**src/rtl/tpu_tile_ctrl.sv**
```systemverilog
// Tile sequencer for the systolic array: per tile it streams K read addresses, drains the
// array skew, then hands ARRAY_SIZE result rows to a rotating set of output banks.
module tpu_tile_ctrl #(
  parameter int ARRAY_SIZE     = 8,
  parameter int ADDR_WIDTH     = 10,
  parameter int OUT_ADDR_WIDTH = 6,
  parameter int NUM_OUT_BANKS  = 3,
  parameter int MAX_TILES      = 64,
  parameter int K_MAX          = 64
) (
  input  logic                                                 clk,
  input  logic                                                 srstn,
  input  logic                                                 tpu_start,
  input  logic [$clog2(MAX_TILES+1)-1:0]                       cfg_num_tiles,
  input  logic [$clog2(K_MAX+1)-1:0]                           cfg_k_depth,
  output logic [ADDR_WIDTH-1:0]                                sram_raddr,
  output logic                                                 sram_ren,
  output logic                                                 alu_start,
  output logic                                                 acc_clear,
  output logic [$clog2(K_MAX+2*ARRAY_SIZE)-1:0]                cycle_num,
  output logic [$clog2(MAX_TILES)-1:0]                         matrix_index,
  output logic                                                 out_valid,
  input  logic                                                 out_ready,
  output logic [((NUM_OUT_BANKS > 1) ? $clog2(NUM_OUT_BANKS) : 1)-1:0] out_bank,
  output logic [OUT_ADDR_WIDTH-1:0]                            out_waddr,
  output logic [$clog2(ARRAY_SIZE)-1:0]                        out_row,
  output logic                                                 busy,
  output logic                                                 tpu_done,
  output logic [2:0]                                           state_dbg
);

  localparam int NW        = $clog2(MAX_TILES+1);
  localparam int KW        = $clog2(K_MAX+1);
  localparam int CW        = $clog2(K_MAX+2*ARRAY_SIZE);
  localparam int TW        = $clog2(MAX_TILES);
  localparam int BW        = (NUM_OUT_BANKS > 1) ? $clog2(NUM_OUT_BANKS) : 1;
  localparam int RW        = $clog2(ARRAY_SIZE);
  localparam int FLUSH_LEN = 2*ARRAY_SIZE - 2;

  typedef enum logic [2:0] {
    S_IDLE  = 3'd0,
    S_LOAD  = 3'd1,
    S_FLUSH = 3'd2,
    S_WRITE = 3'd3,
    S_DONE  = 3'd4
  } state_t;

  state_t state_q, state_d;

  logic [KW-1:0]             k_eff_q;
  logic [NW-1:0]             num_tiles_q;
  logic [TW-1:0]             tile_q;
  logic [CW-1:0]             cnt_q;
  logic [RW-1:0]             row_q;
  logic [ADDR_WIDTH-1:0]     base_q;
  logic [BW-1:0]             bank_q;
  logic [OUT_ADDR_WIDTH-1:0] row_base_q;
  logic                      alu_start_q;
  logic                      acc_clear_q;
  logic [CW-1:0]             cycle_num_q;

  logic start_acc, zero_run, load_last, flush_last, row_last, xfer, more_tiles, win;

  // cnt_q runs continuously across LOAD and FLUSH so it doubles as the compute-window index.
  assign start_acc  = ((state_q == S_IDLE) || (state_q == S_DONE)) && tpu_start;
  assign zero_run   = (num_tiles_q == '0);
  assign load_last  = (cnt_q == (CW'(k_eff_q) - CW'(1)));
  assign flush_last = (cnt_q == (CW'(k_eff_q) + CW'(FLUSH_LEN - 1)));
  assign row_last   = (row_q == RW'(ARRAY_SIZE - 1));
  assign xfer       = (state_q == S_WRITE) && out_ready;
  assign more_tiles = ((NW'(tile_q) + NW'(1)) < num_tiles_q);
  assign win        = ((state_q == S_LOAD) && !zero_run) || (state_q == S_FLUSH);

  always_ff @(posedge clk or negedge srstn) begin
    if (!srstn) state_q <= S_IDLE;
    else        state_q <= state_d;
  end

  always_comb begin
    state_d = state_q;
    unique case (state_q)
      S_IDLE, S_DONE: if (tpu_start) state_d = S_LOAD;
      S_LOAD: begin
        if (zero_run)       state_d = S_DONE;
        else if (load_last) state_d = (FLUSH_LEN > 0) ? S_FLUSH : S_WRITE;
      end
      S_FLUSH: if (flush_last) state_d = S_WRITE;
      S_WRITE: if (xfer && row_last) state_d = more_tiles ? S_LOAD : S_DONE;
      default: state_d = S_IDLE;
    endcase
  end

  always_ff @(posedge clk or negedge srstn) begin
    if (!srstn) begin
      k_eff_q     <= '0;
      num_tiles_q <= '0;
      tile_q      <= '0;
      cnt_q       <= '0;
      row_q       <= '0;
      base_q      <= '0;
      bank_q      <= '0;
      row_base_q  <= '0;
    end else if (start_acc) begin
      k_eff_q     <= (cfg_k_depth == '0) ? KW'(1) : cfg_k_depth;
      num_tiles_q <= cfg_num_tiles;
      tile_q      <= '0;
      cnt_q       <= '0;
      row_q       <= '0;
      base_q      <= '0;
      bank_q      <= '0;
      row_base_q  <= '0;
    end else begin
      unique case (state_q)
        S_LOAD, S_FLUSH: cnt_q <= cnt_q + CW'(1);
        S_WRITE: begin
          if (out_ready) begin
            if (row_last) begin
              row_q <= '0;
              cnt_q <= '0;
              if (more_tiles) begin
                tile_q <= tile_q + TW'(1);
                base_q <= base_q + ADDR_WIDTH'(k_eff_q);
                // Each full bank rotation advances the row region used in every bank.
                if (bank_q == BW'(NUM_OUT_BANKS - 1)) begin
                  bank_q     <= '0;
                  row_base_q <= row_base_q + OUT_ADDR_WIDTH'(ARRAY_SIZE);
                end else begin
                  bank_q <= bank_q + BW'(1);
                end
              end
            end else begin
              row_q <= row_q + RW'(1);
            end
          end
        end
        default: ;
      endcase
    end
  end

  // Strobes lag LOAD/FLUSH by one cycle to line up with the SRAM read latency.
  always_ff @(posedge clk or negedge srstn) begin
    if (!srstn) begin
      alu_start_q <= 1'b0;
      acc_clear_q <= 1'b0;
      cycle_num_q <= '0;
    end else begin
      alu_start_q <= win;
      acc_clear_q <= (state_q == S_LOAD) && !zero_run && (cnt_q == '0);
      cycle_num_q <= win ? cnt_q : '0;
    end
  end

  // Write-out handshake: a row transfers on a cycle where out_valid and out_ready are both
  // high; while out_valid is high and out_ready low, out_row/out_bank/out_waddr stay fixed
  // and out_valid stays high until the transfer happens.
  always_comb begin
    sram_ren   = (state_q == S_LOAD) && !zero_run;
    sram_raddr = '0;
    if (sram_ren) sram_raddr = base_q + ADDR_WIDTH'(cnt_q);
    out_valid  = (state_q == S_WRITE);
    out_row    = '0;
    out_bank   = '0;
    out_waddr  = '0;
    if (out_valid) begin
      out_row   = row_q;
      out_bank  = bank_q;
      out_waddr = row_base_q + OUT_ADDR_WIDTH'(row_q);
    end
    busy         = (state_q == S_LOAD) || (state_q == S_FLUSH) || (state_q == S_WRITE);
    tpu_done     = (state_q == S_DONE);
    matrix_index = tile_q;
    alu_start    = alu_start_q;
    acc_clear    = acc_clear_q;
    cycle_num    = cycle_num_q;
    state_dbg    = state_q;
  end

  property p_write_hold;
    @(posedge clk) disable iff (!srstn)
      (out_valid && !out_ready) |=>
        (out_valid && $stable(out_row) && $stable(out_bank) && $stable(out_waddr));
  endproperty
  a_write_hold: assert property (p_write_hold);

  property p_done_not_busy;
    @(posedge clk) disable iff (!srstn) tpu_done |-> !busy;
  endproperty
  a_done_not_busy: assert property (p_done_not_busy);

  property p_ren_in_run;
    @(posedge clk) disable iff (!srstn) sram_ren |-> busy;
  endproperty
  a_ren_in_run: assert property (p_ren_in_run);

endmodule
```
**config.mk**
```make
export PLATFORM = sky130hd
export DESIGN_NAME = tpu_tile_ctrl
export DESIGN_NICKNAME = d
export VERILOG_FILES = /design/src/rtl/tpu_tile_ctrl.sv
export SDC_FILE = /design/constraint.sdc
export NUM_CORES = 1
export LEC_CHECK = 0
export CAP_MARGIN = 20
export CORE_UTILIZATION = 57
export CTS_CLUSTER_DIAMETER = 100
export DETAILED_ROUTE_END_ITERATION = 7
export PLACE_DENSITY = 0.83
export SYNTH_ARGS = -nofsm -noshare
export SYNTH_HDL_FRONTEND = slang
export SYNTH_SLANG_ARGS = --single-unit
```
**constraint.sdc**
```tcl
create_clock -name clk -period 4.4 [get_ports clk]
set_clock_uncertainty 0.1 [all_clocks]
set_input_delay 0.66 -clock clk [delete_from_list [all_inputs] [get_ports clk]]
set_output_delay 0.66 -clock clk [all_outputs]
set_load 0.01 [all_outputs]
```
==> impl_metrics.env, run 1 <==
export IMPL_rsz0062_at_grt="false"
export IMPL_muxShareOfSynthArea_pct=0.552
export IMPL_fmax_mhz=257
export IMPL_die_height_microns=84.2
export IMPL_drc=8
export IMPL_synthSimpleGateAreaFrac_pct=21.6
export IMPL_drtPass1Iterations=7
export IMPL_grt_pass1_wl_microns=16600
export IMPL_drt_wl_total_microns=9850
export IMPL_p_seq_share_pct=29.3
export IMPL_core_sq_um=6420
export IMPL_synth_edf_count=0
export IMPL_hpwlAfterDp_microns=6870
export IMPL_diodes=0
export IMPL_htreeDepth=3
export IMPL_fp_row_count=29
export IMPL_clk_latency_ps=340
export IMPL_violations="design-rule violations"
export IMPL_crit_path_start_kind="flip-flop"
export IMPL_clkSinkCount=57
export IMPL_p_sw_uw=1390
export IMPL_syn_area_sq_um=3850
export IMPL_mostFrequentLayoutCells="59 x clkdlybuf4s50_1, 57 x dfrtp_1, 54 x nand2_1"
export IMPL_start_util_pct=60.0
export IMPL_io_buffers=60
export IMPL_syn_inst=438
export IMPL_end_kind="primary output"
export IMPL_p_per_area_nw_per_um2=670
export IMPL_crit_type="reg -> out"
export IMPL_grt_antenna_before_repair=0
export IMPL_cts_root_buffer="clkbuf_8"
export IMPL_fin_crit_ps=3900
export IMPL_postRouteAntennaNets=0
export IMPL_grt_max_degree=38
export IMPL_clockBufferDepth=2
export IMPL_worst_pin_slew_ps=854
export IMPL_max_slew_margin_pct=43.0
export IMPL_post_cts_setup_buffers=0
export IMPL_use_met2_pct=50.4
export IMPL_dieArea_sq_um=7100
export IMPL_syn_avg_cell_area_sq_um=8.80
export IMPL_finalSetupViolCount=0
export IMPL_dr_total_vias=3610
export IMPL_cp_max_fo=8
export IMPL_power_leakage_uw=0.00211
export IMPL_die_x_microns=84.2
export IMPL_cts_hold_buf=0
export IMPL_cts_made_buffers=9
export IMPL_clkPwrFrac_pct=16.5
export IMPL_combPwrFrac_pct=54.1
export IMPL_use_met3_pct=3.93
export IMPL_hold_viol_final=0
export IMPL_yosysTopAreaCell="dfrtp_1"
export IMPL_yosysTopAreaCellShare_pct=37.0
export IMPL_synth_nets=486
export IMPL_place_congestion=0.889
export IMPL_grt_overflow=0
export IMPL_layout_commonest_cell="clkdlybuf4s50_1"
export IMPL_synthFlopType="dfrtp_1"
export IMPL_outcome="complete, but fails checks"
export IMPL_grt_busiest_layer="met2"
export IMPL_tns_ps=0
export IMPL_clk_pin_slew_ps=70
export IMPL_synth_seq_cells=57
export IMPL_io_pins=61
export IMPL_grtUsageMet1_pct=37.2
export IMPL_grt_pass1_vias=3530
export IMPL_drv_cap=0
export IMPL_seq_area_frac_synth_pct=37.0
export IMPL_synth_top_family_by_area="simple AND/OR/NAND/NOR gates"
export IMPL_drt_iter0_drc=283
export IMPL_gr_usage_all_layers_pct=29.5
export IMPL_synthAdderAreaFrac_pct=10.1
export IMPL_worst_r2r_setup_slack_ps=1410
export IMPL_layout_drive_gt1_share_pct=6.81
export IMPL_yosysWarnings=0
export IMPL_synthArstFlopShare_pct=100
export IMPL_synth_cell_types=61
export IMPL_nets=542
export IMPL_holdWs_ps=321
export IMPL_cts_tree="done"
export IMPL_wl_per_cell_microns=17.1
export IMPL_min_path_type="in -> async"
export IMPL_intPower_uw=1760
export IMPL_syn_to_final_growth_pct=21.8
export IMPL_swShare_pct=44.2
export IMPL_synth_xor_area_share_pct=6.56
export IMPL_cp_arrival_ps=3140
export IMPL_cp_required_ps=3640
export IMPL_synth_compound_area_share_pct=19.8
export IMPL_cts_resized_gates=0
export IMPL_vias_per_cell=6.27
export IMPL_synth_area_leaders="dfrtp_1 37%, ha_1 9.1%, nand2_1 5.3%, o21ai_0 4.7%, xnor2_1 3.2%"
export IMPL_vdd_drop_max_v=0.000288
export IMPL_min_period_over_period_pct=88.6
export IMPL_slew_viol_final=0
[path summary, 6_finish.rpt]
check / depth (start not counted) / startpoint / endpoint
worst max-delay path: 10 / cnt_q[0] / sram_raddr[6]
worst min-delay path: 1 / srstn / cycle_num[1]
worst max register to register: 10 / matrix_index[0] / matrix_index[0]
worst min register to register: 2 / num_tiles_q[0] / num_tiles_q[0]
max in group asynchronous: 2 / srstn / base_q[6]
min in group clk: 2 / num_tiles_q[0] / num_tiles_q[0]
[synthesized netlist by cell type (3+ instances only)]
cell,number
a211oi_1,3
a21o_1,8
a21oi_1,24
and2_1,5
and3_1,13
buf_2,4
clkbuf_1,13
dfrtp_1,57
ha_1,28
inv_1,20
nand2_1,54
nand3_1,9
nand3b_1,4
nand4_1,4
nor2_1,27
nor2b_1,6
nor3_1,18
nor4b_1,3
o211ai_1,3
o21a_1,5
o21ai_0,36
o21ai_1,9
o31ai_1,7
or3_1,3
or4_1,5
xnor2_1,14
xor2_1,13
[worst max-delay path, cell delays in order, from the launching register on]
cell	delay [ps]
dfrtp_1	510
ha_1	240
inv_1	60
fa_1	390
nor2b_1	160
o21ai_0	120
a21boi_0	330
o21a_1	190
nor3_1	50
nor3_1	180
clkdlybuf4s50_1	560
[power groups by stage]
| stage | Sequential [uW] | Clock, uW | Combinational, uW |
|---|---|---|---|
| 2_1_floorplan | 842 | 0 | 1210 |
| 3_3_place_gp | 914 | 0 | 1610 |
| 3_5_place_dp | 928 | 0 | 1660 |
| 4_1_cts | 919 | 519 | 1690 |
| 5_1_grt | 950 | 546 | 1870 |
| 6_report | 924 | 519 | 1700 |
[sequential cells by signal, indices dropped and copies added (netlist names)]
signal        cells
row_base_q        3
acc_clear         1
k_eff_q           7
matrix_index      6
row_q             3
cycle_num         7
num_tiles_q       7
cnt_q             7
base_q           10
state_dbg         3
bank_q            2
alu_start         1
[per-layer routing]
metal  up-vias  wire length, microns
met1      1769                  4200
met2       145                  4840
met4         0                   257
met5         -                     0
met3        23                   554
li1       1673                     -
[cell type report]
| cell class | count | area, sq um |
|---|---|---|
| multi-input cells | 341 | 2260 |
| fillers | 476 | 1730 |
| flip-flops and latches | 57 | 1430 |
| repair buffers | 65 | 633 |
| clock buffers | 14 | 173 |
| well taps | 77 | 96.3 |
| inverters | 20 | 75.1 |
| clock inverters | 2 | 35.0 |
[logic make-up after synthesis]
logic type | Yosys count
fa+ha+maj | 30
compound gates | 117
mux | 2
buf+inv | 40
flops | 57
xor+xnor | 28
simple gates | 164
[through the flow]
stage                     setup WS, ps  area [sq um]  utilization (%)  total power, uW  cells
after CTS                          521          4700             73.1             3130    576
after floorplan                   1600          3850                -             2060    438
final                              503          4700             73.1             3150    576
after detailed placement           902          4490             69.9             2590    560
after global placement            1030          4490             69.9             2530    560
after global routing               225          4700             73.1             3370    576
Power figures use the tool's default switching activity.
==> run 2, diff against run 1 <==
- SLEW_MARGIN: default -> 20
==> results of run 2 <==
No change in the layout: final DEF, timing and power equal those of run 1.
